### src/rtl/memory_access.sv
// MIPS pipeline memory stage: ALU results pass straight through; loads and stores
// run a req/ack handshake with data memory while stalling the upstream stages.
module memory_access (
    input  logic        clk,
    input  logic        rst,
    input  logic [4:0]  dest_addr_i,
    input  logic        write_or_not_i,
    input  logic [31:0] wdata_i,
    input  logic [3:0]  mem_op_i,
    input  logic [31:0] mem_addr_i,
    input  logic [31:0] mem_sdata_i,
    output logic        mem_req_o,
    output logic        mem_we_o,
    output logic [31:0] mem_addr_o,
    output logic [3:0]  mem_be_o,
    output logic [31:0] mem_wdata_o,
    input  logic [31:0] mem_rdata_i,
    input  logic        mem_ack_i,
    output logic [4:0]  dest_addr_o,
    output logic        write_or_not_o,
    output logic [31:0] wdata_o,
    output logic        stall_o,
    output logic        misalign_o
);

    localparam logic [1:0] IDLE   = 2'd0;
    localparam logic [1:0] ACCESS = 2'd1;
    localparam logic [1:0] DONE   = 2'd2;

    localparam logic [3:0] OP_LB  = 4'd1;
    localparam logic [3:0] OP_LBU = 4'd2;
    localparam logic [3:0] OP_LH  = 4'd3;
    localparam logic [3:0] OP_LHU = 4'd4;
    localparam logic [3:0] OP_LW  = 4'd5;
    localparam logic [3:0] OP_SB  = 4'd6;
    localparam logic [3:0] OP_SH  = 4'd7;
    localparam logic [3:0] OP_SW  = 4'd8;

    logic [1:0]  state, state_next;
    logic [31:0] ld_data;
    logic [31:0] ld_ext;
    logic [7:0]  ld_byte;
    logic [15:0] ld_half;
    logic [1:0]  offset;
    logic        is_load, is_store, is_mem, aligned;

    assign offset   = mem_addr_i[1:0];
    assign is_load  = (mem_op_i >= OP_LB) && (mem_op_i <= OP_LW);
    assign is_store = (mem_op_i >= OP_SB) && (mem_op_i <= OP_SW);
    assign is_mem   = is_load || is_store;

    always_comb begin
        case (mem_op_i)
            OP_LH, OP_LHU, OP_SH: aligned = (offset[0] == 1'b0);
            OP_LW, OP_SW:         aligned = (offset == 2'b00);
            default:              aligned = 1'b1;
        endcase
    end

    // Request fields derive from the held inputs, so they stay stable across ACCESS.
    assign mem_addr_o = {mem_addr_i[31:2], 2'b00};
    assign mem_we_o   = is_store;

    always_comb begin
        mem_be_o    = '0;
        mem_wdata_o = '0;
        case (mem_op_i)
            OP_LB, OP_LBU, OP_SB: begin
                mem_be_o    = 4'b1000 >> offset;
                mem_wdata_o = {4{mem_sdata_i[7:0]}};
            end
            OP_LH, OP_LHU, OP_SH: begin
                mem_be_o    = offset[1] ? 4'b0011 : 4'b1100;
                mem_wdata_o = {2{mem_sdata_i[15:0]}};
            end
            OP_LW, OP_SW: begin
                mem_be_o    = 4'b1111;
                mem_wdata_o = mem_sdata_i;
            end
            default: ;
        endcase
    end

    // Big-endian lanes: offset 0 is the most significant byte.
    always_comb begin
        case (offset)
            2'd0:    ld_byte = mem_rdata_i[31:24];
            2'd1:    ld_byte = mem_rdata_i[23:16];
            2'd2:    ld_byte = mem_rdata_i[15:8];
            default: ld_byte = mem_rdata_i[7:0];
        endcase
        ld_half = offset[1] ? mem_rdata_i[15:0] : mem_rdata_i[31:16];
        case (mem_op_i)
            OP_LB:   ld_ext = {{24{ld_byte[7]}}, ld_byte};
            OP_LBU:  ld_ext = {24'h0, ld_byte};
            OP_LH:   ld_ext = {{16{ld_half[15]}}, ld_half};
            OP_LHU:  ld_ext = {16'h0, ld_half};
            default: ld_ext = mem_rdata_i;
        endcase
    end

    always_comb begin
        state_next     = state;
        mem_req_o      = 1'b0;
        stall_o        = 1'b0;
        misalign_o     = 1'b0;
        dest_addr_o    = dest_addr_i;
        write_or_not_o = write_or_not_i;
        wdata_o        = wdata_i;
        case (state)
            IDLE: begin
                if (is_mem && !aligned) begin
                    misalign_o     = 1'b1;
                    write_or_not_o = 1'b0;
                end else if (is_mem) begin
                    stall_o        = 1'b1;
                    write_or_not_o = 1'b0;
                    state_next     = ACCESS;
                end
            end
            ACCESS: begin
                mem_req_o      = 1'b1;
                stall_o        = 1'b1;
                write_or_not_o = 1'b0;
                if (mem_ack_i) state_next = DONE;
            end
            DONE: begin
                if (is_load) wdata_o = ld_data;
                else if (is_store) write_or_not_o = 1'b0;
                state_next = IDLE;
            end
            default: state_next = IDLE;
        endcase
        if (rst) begin
            mem_req_o  = 1'b0;
            stall_o    = 1'b0;
            misalign_o = 1'b0;
        end
    end

    always_ff @(posedge clk) begin
        if (rst) begin
            state   <= IDLE;
            ld_data <= '0;
        end else begin
            state <= state_next;
            if (state == ACCESS && mem_ack_i) ld_data <= ld_ext;
        end
    end

endmodule

### config.mk
export PLATFORM = sky130hd
export DESIGN_NAME = memory_access
export DESIGN_NICKNAME = d
export VERILOG_FILES = /design/src/rtl/memory_access.sv
export SDC_FILE = /design/constraint.sdc
export NUM_CORES = 1
export LEC_CHECK = 0
export CAP_MARGIN = 20
export CORE_MARGIN = 2
export CORE_UTILIZATION = 35
export CTS_CLUSTER_SIZE = 24
export DETAILED_ROUTE_END_ITERATION = 10
export MAX_ROUTING_LAYER = met4
export PLACE_DENSITY = 0.92
export SETUP_SLACK_MARGIN = 0.1
export SLEW_MARGIN = 5
export SYNTH_ARGS = -nofsm -noshare
export SYNTH_HDL_FRONTEND = slang
export SYNTH_SLANG_ARGS = --single-unit
### constraint.sdc
create_clock -name clk -period 2.31 [get_ports clk]
set_input_delay 0.462 -clock clk [delete_from_list [all_inputs] [get_ports clk]]
set_output_delay 0.462 -clock clk [all_outputs]
set_load 0.005 [all_outputs]
# ---- Word level (Yosys, flattened, before mapping)
# Cells that the tools add are included.
dict set report totals {
  ram_bits 0
  memories 0
  wordCells 62
  mem_bits_ro 0
  ff_bits 34
  in_bits 141
  output_inout_bits 110
  latchBits 0
}
dict set report classes {
  n_reduce_logical 12
  n_eq_ne 15
  n_bitwise 1
  magnitude_cmp 4
  shift 1
  mul 0
  n_addsub 0
  div_mod_pow 0
  mux 27
}
# operator n
set ops {}
lappend ops {{case mux 32 bit (4 select lines)} 1}
lappend ops {{case mux 32 bit (3 select lines)} 1}
lappend ops {{2-to-1 mux 32 bit} 2}
lappend ops {{case mux 8 bit (3 select lines)} 1}
lappend ops {{== test 4 x 3 -> 1 bit, second input constant} 4}
lappend ops {{2-to-1 mux 16 bit} 1}
lappend ops {{2-to-1 mux 1 bit} 12}
lappend ops {{case mux 4 bit (3 select lines)} 1}
lappend ops {{== test 4 x 2 -> 1 bit, second input constant} 2}
lappend ops {{2-to-1 mux 2 bit} 3}
lappend ops {{inequality test 2 bit, second input constant} 3}
lappend ops {{OR reduction 3 bit} 2}
lappend ops {{== test 2 x 1 -> 1 bit, second input constant} 2}
lappend ops {{== test 2 bit, second input constant} 2}
lappend ops {{== test 4 x 1 -> 1 bit, second input constant} 1}
lappend ops {{== test 4 bit, second input constant} 1}
lappend ops {{>= comparator 4 x 1 -> 1 bit, second input constant} 1}
lappend ops {{>= comparator 4 x 3 -> 1 bit, second input constant} 1}
lappend ops {{less-or-equal comparator 4 x 3 -> 1 bit, second input constant} 1}
lappend ops {{less-or-equal comparator 4 bit, second input constant} 1}
lappend ops {{logical AND 1 bit} 4}
lappend ops {{zero test 2 bit} 2}
lappend ops {{2-to-1 mux 4 bit} 1}
lappend ops {{case mux 1 bit (2 select lines)} 2}
lappend ops {{other kinds (8)} 8}

# ---- Logic depth before layout (Yosys ltp)
dict set report depth {
  word_depth 8
  mapped_depth 7
  depth_no_buf 4
}

# ---- Least setup slack after synthesis
# Ideal clock, no wire load.
dict set report synth_path {
  path_kind {input to output}
  from {input port mem_op_i[3]}
  to {output port mem_wdata_o[10]}
  arrival_ns 1.764
  required_ns 1.848
  path_stages 6
  path_buffers 2
  path_slack_ns 0.084
  cell_sequence {buf_4 -> or3b_2 -> a21oi_2 -> or2_2 -> buf_4 -> a21o_1}
}
dict set report synth_via {
  elab_chain_len 3
  word_cells_on_any_way 12
  classes_between {eq/ne: 8; mux: 1; reduce/logical: 3}
}
# item line_no
set synth_lines {}
lappend synth_lines {{start, declared} 9} ;# input logic [3:0] mem_op_i,
lappend synth_lines {{== test 4 x 3 -> 1 bit (tied with other cells)} 67} ;# case (mem_op_i)
lappend synth_lines {{OR reduction 3 bit or OR reduction 2 bit (tied branches)} 67}
lappend synth_lines {{case mux 32 bit (3 select lines) *} 67}
lappend synth_lines {{end, declared} 16} ;# output logic [31:0] mem_wdata_o,
# Every way passes the cells marked *; elsewhere a longest branch is shown, timed or not.

# ---- Worst setup path in the final report
dict set report layout_path {
  from {register state[1]}
  to {output port wdata_o[13]}
}
dict set report layout_via {
  elab_chain_len 2
}
# item line_no
set layout_lines {}
lappend layout_lines {{start, declared} 39} ;# logic [1:0] state, state_next;
lappend layout_lines {{start signal, assigned} 146} ;# state <= state_next;
lappend layout_lines {{== test 2 bit} 110} ;# case (state)
lappend layout_lines {{2-to-1 mux 32 bit} 110}
lappend layout_lines {{end, declared} 21} ;# output logic [31:0] wdata_o,
# Every way passes these cells.

==> out/results.ini <==
[status]
violations=setup timing
status=finished with violations

[sta]
finalSetupTns_ns=-1.68
holdWs_ns=0.482
finalMaxSlewViolations=0
rsz0062_at_grt=yes
worst_pin_slew_ns=0.721
fmax_mhz=417
hold_violations=0
finalWorstSetupSlack_ns=-0.0861
fin_crit_sh=1.04
setup_viol=34
maxSlewHeadroom=0.518
period_needed_ns=2.40
fin_worst_skew_ns=0.00199

[global_route]
grt_usage=0.297
met1_usage=0.363
grtUsageMet2=0.463
grt_max_degree=34
grt_antenna_before_repair=0
use_met3=0.0569
grt_pass1_wl_mm=22.7
grt_pass1_vias=4117
grt_overflow=0
grt-busiest-layer=met2

[power]
vdd_drop_max_mv=0.241
report.power.total_w=0.00207
p_leak_nw=2.56
p_per_area_nw_per_um2=359

[synth]
async_flop_share=0
synth_largest_area_cell=dfxtp_1
yosysSeqAreaShare=0.207
yosys_warnings=0
yosysUniqueCellTypes=51
syn_area_per_cell_um2=8.55
yosys-top-cells-count=mux2_2, buf_4, dfxtp_1, nand2_1, nor2_1
synthTopCellsByArea=dfxtp_1, mux2_2, buf_4, mux4_2, a211oi_1
synth_top_area_share=0.207
syn_inst=384
ys_seq_elements=34
synthFlopType=dfxtp_1
syn-cell-area_um2=3280
synth_edf_count=0
synth_most_common_cell=mux2_2

[flow_run]
cap_viol_max_count=0

[cts]
cts.sinks=34
cts_root_buffer=clkbuf_8
htreeDepth=2
cts_buffer_depth=2
clk_pin_slew_ns=0.07
cts_tree=done
ctsHoldBuffers=0
cts_buffers=5
insertion_delay_ns=0.29

[setup_path]
crit_family=buffers and inverters
crit_chain=inv_2, nor4b_4, nand2_2, buf_6, buf_6, buf_16, mux2_4, buf_6
crit_start=state[1]
critPathCaptureType=primary output
crit_required_ns=1.85
slowest_stage=dfxtp_2
path_buf_inv=5
startpoint_type=register
cpPeakStageDelay_ns=0.35
cp_max_fo=8
worst-setup-path-type=reg -> out
arrival_ns=1.93
r2r_start=state[1]
crit_top_cell=buf_6

[detailed_routing]
drtPass1Iterations=5
vias=4189
drt_first_iter_violations=433
wirelength_mm=15.7
drc=0
final_antenna_net_count=0
wire_per_inst_um=22.2
via_per_inst=5.91

[hold_path]
hp-class=reg -> reg
worstHoldStart=ld_data[2]

[placement]
preCtsSetupSlack_ns=-0.822
place.gp.congestion=0.898
dpl.hpwl_mm=9.72
placed_cell_area_um2=5300
io_buffers=178

[die]
die_h_um=101
core_region_area_um2=9150
fp.dieW_um=101
start_util=0.359
pin_count=251
rows=35
dieArea_um2=10200

[finish]
layout.nets=739
area_growth_pct=76.2
layout-drive-gt1-share=0.467
fillCellCount=721
antenna_cells=0
design_area_um2=5790

[layer usage]
| layer | share of wire | vias up |
|---|---|---|
| li1 | - | 1813 |
| met1 | 0.37 | 1954 |
| met2 | 0.47 | 322 |
| met3 | 0.092 | 100 |
| met4 | 0.061 | 0 |
| met5 | 0 | - |
[registers in the layout, indices dropped and copies added (netlist names)]
signal and flops:
ld_data 32, state 2
[final cells by class]
type / count / area, µm² / share of cell area
clock buffers: 5 / 68.8 / 0.0119
clock inverters: 2 / 10.0 / 0.00173
inverters: 7 / 26.3 / 0.00454
multi-input cells: 275 / 2370 / 0.410
flip-flops and latches: 34 / 682 / 0.118
well taps: 111 / 139 / 0.0240
repair buffers: 275 / 2490 / 0.430
[report_power, final]
group          leakage, nW  switching [W]  internal (W)  total [W]
combinational         2.24       0.000431      0.000566   0.000997
sequential           0.278      0.0000245      0.000628   0.000653
clock               0.0438       0.000222      0.000202   0.000425
[cell usage in the layout, fill, tap and decap left out, types with 3 or more instances in the layout]
master / count
clkdlybuf4s50_1: 99
dfxtp_1: 33
inv_1: 6
nor3_1: 10
nand2_2: 4
mux4_2: 8
nand3b_1: 5
nand2_1: 31
or3b_4: 3
buf_12: 7
mux2_2: 41
and2_1: 9
a2111oi_1: 6
o22ai_2: 3
and3_1: 9
a221o_1: 8
nor2_1: 29
buf_2: 50
a2111oi_2: 5
a22o_1: 8
a21o_1: 12
buf_4: 56
buf_6: 45
a211oi_1: 22
a21oi_4: 6
clkbuf_8: 5
clkbuf_2: 10
and2_4: 8
o21ai_0: 11
mux2_4: 7
[kinds of logic (layout without fill, tap and decap cells)]
| kind of cell | Yosys count | in the layout | synth area share |
|---|---|---|---|
| AOI/OAI and AO/OA | 96 | 96 | 0.240 |
| xor gates and xnor gates | 2 | 2 | 0.00533 |
| buffers and inverters | 76 | 289 | 0.141 |
| other | 1 | 2 | 0.00114 |
| DFF | 34 | 34 | 0.207 |
| and+or+nand+nor | 118 | 118 | 0.183 |
| muxes | 57 | 57 | 0.222 |
[worst reg2reg max path: cells and delay by family (launching register included)]
kind | cells | cell delay (ns)
AO/OA/AOI/OAI | 2 | 0.52
buffers and inverters | 4 | 0.51
flip-flops | 1 | 0.34
AND/OR/NAND/NOR | 1 | 0.24
[path summary, 6_finish.rpt]
kind	cells past startpoint	endpoint	slack [ns]
setup / recovery	8	wdata_o[13]	-0.09
hold / removal	2	ld_data[2]	0.48
setup reg to reg	7	ld_data[5]	0.59
hold reg to reg	2	ld_data[2]	0.48
[metrics by stage]
stage	util	cells
2_1_floorplan	-	385
3_3_place_gp	0.579	666
3_5_place_dp	0.579	666
4_1_cts	0.620	708
5_1_grt	0.632	709
6_report	0.632	709
[what timing repair did]
item | CTS | global route
setup endpoints to repair | 105 | 76
setup buffers | 32 | 6
pin swaps | 31 | 16
resized for setup | 349 | 63
cloned | 4 | 0
(Power assumes the default switching activity.)
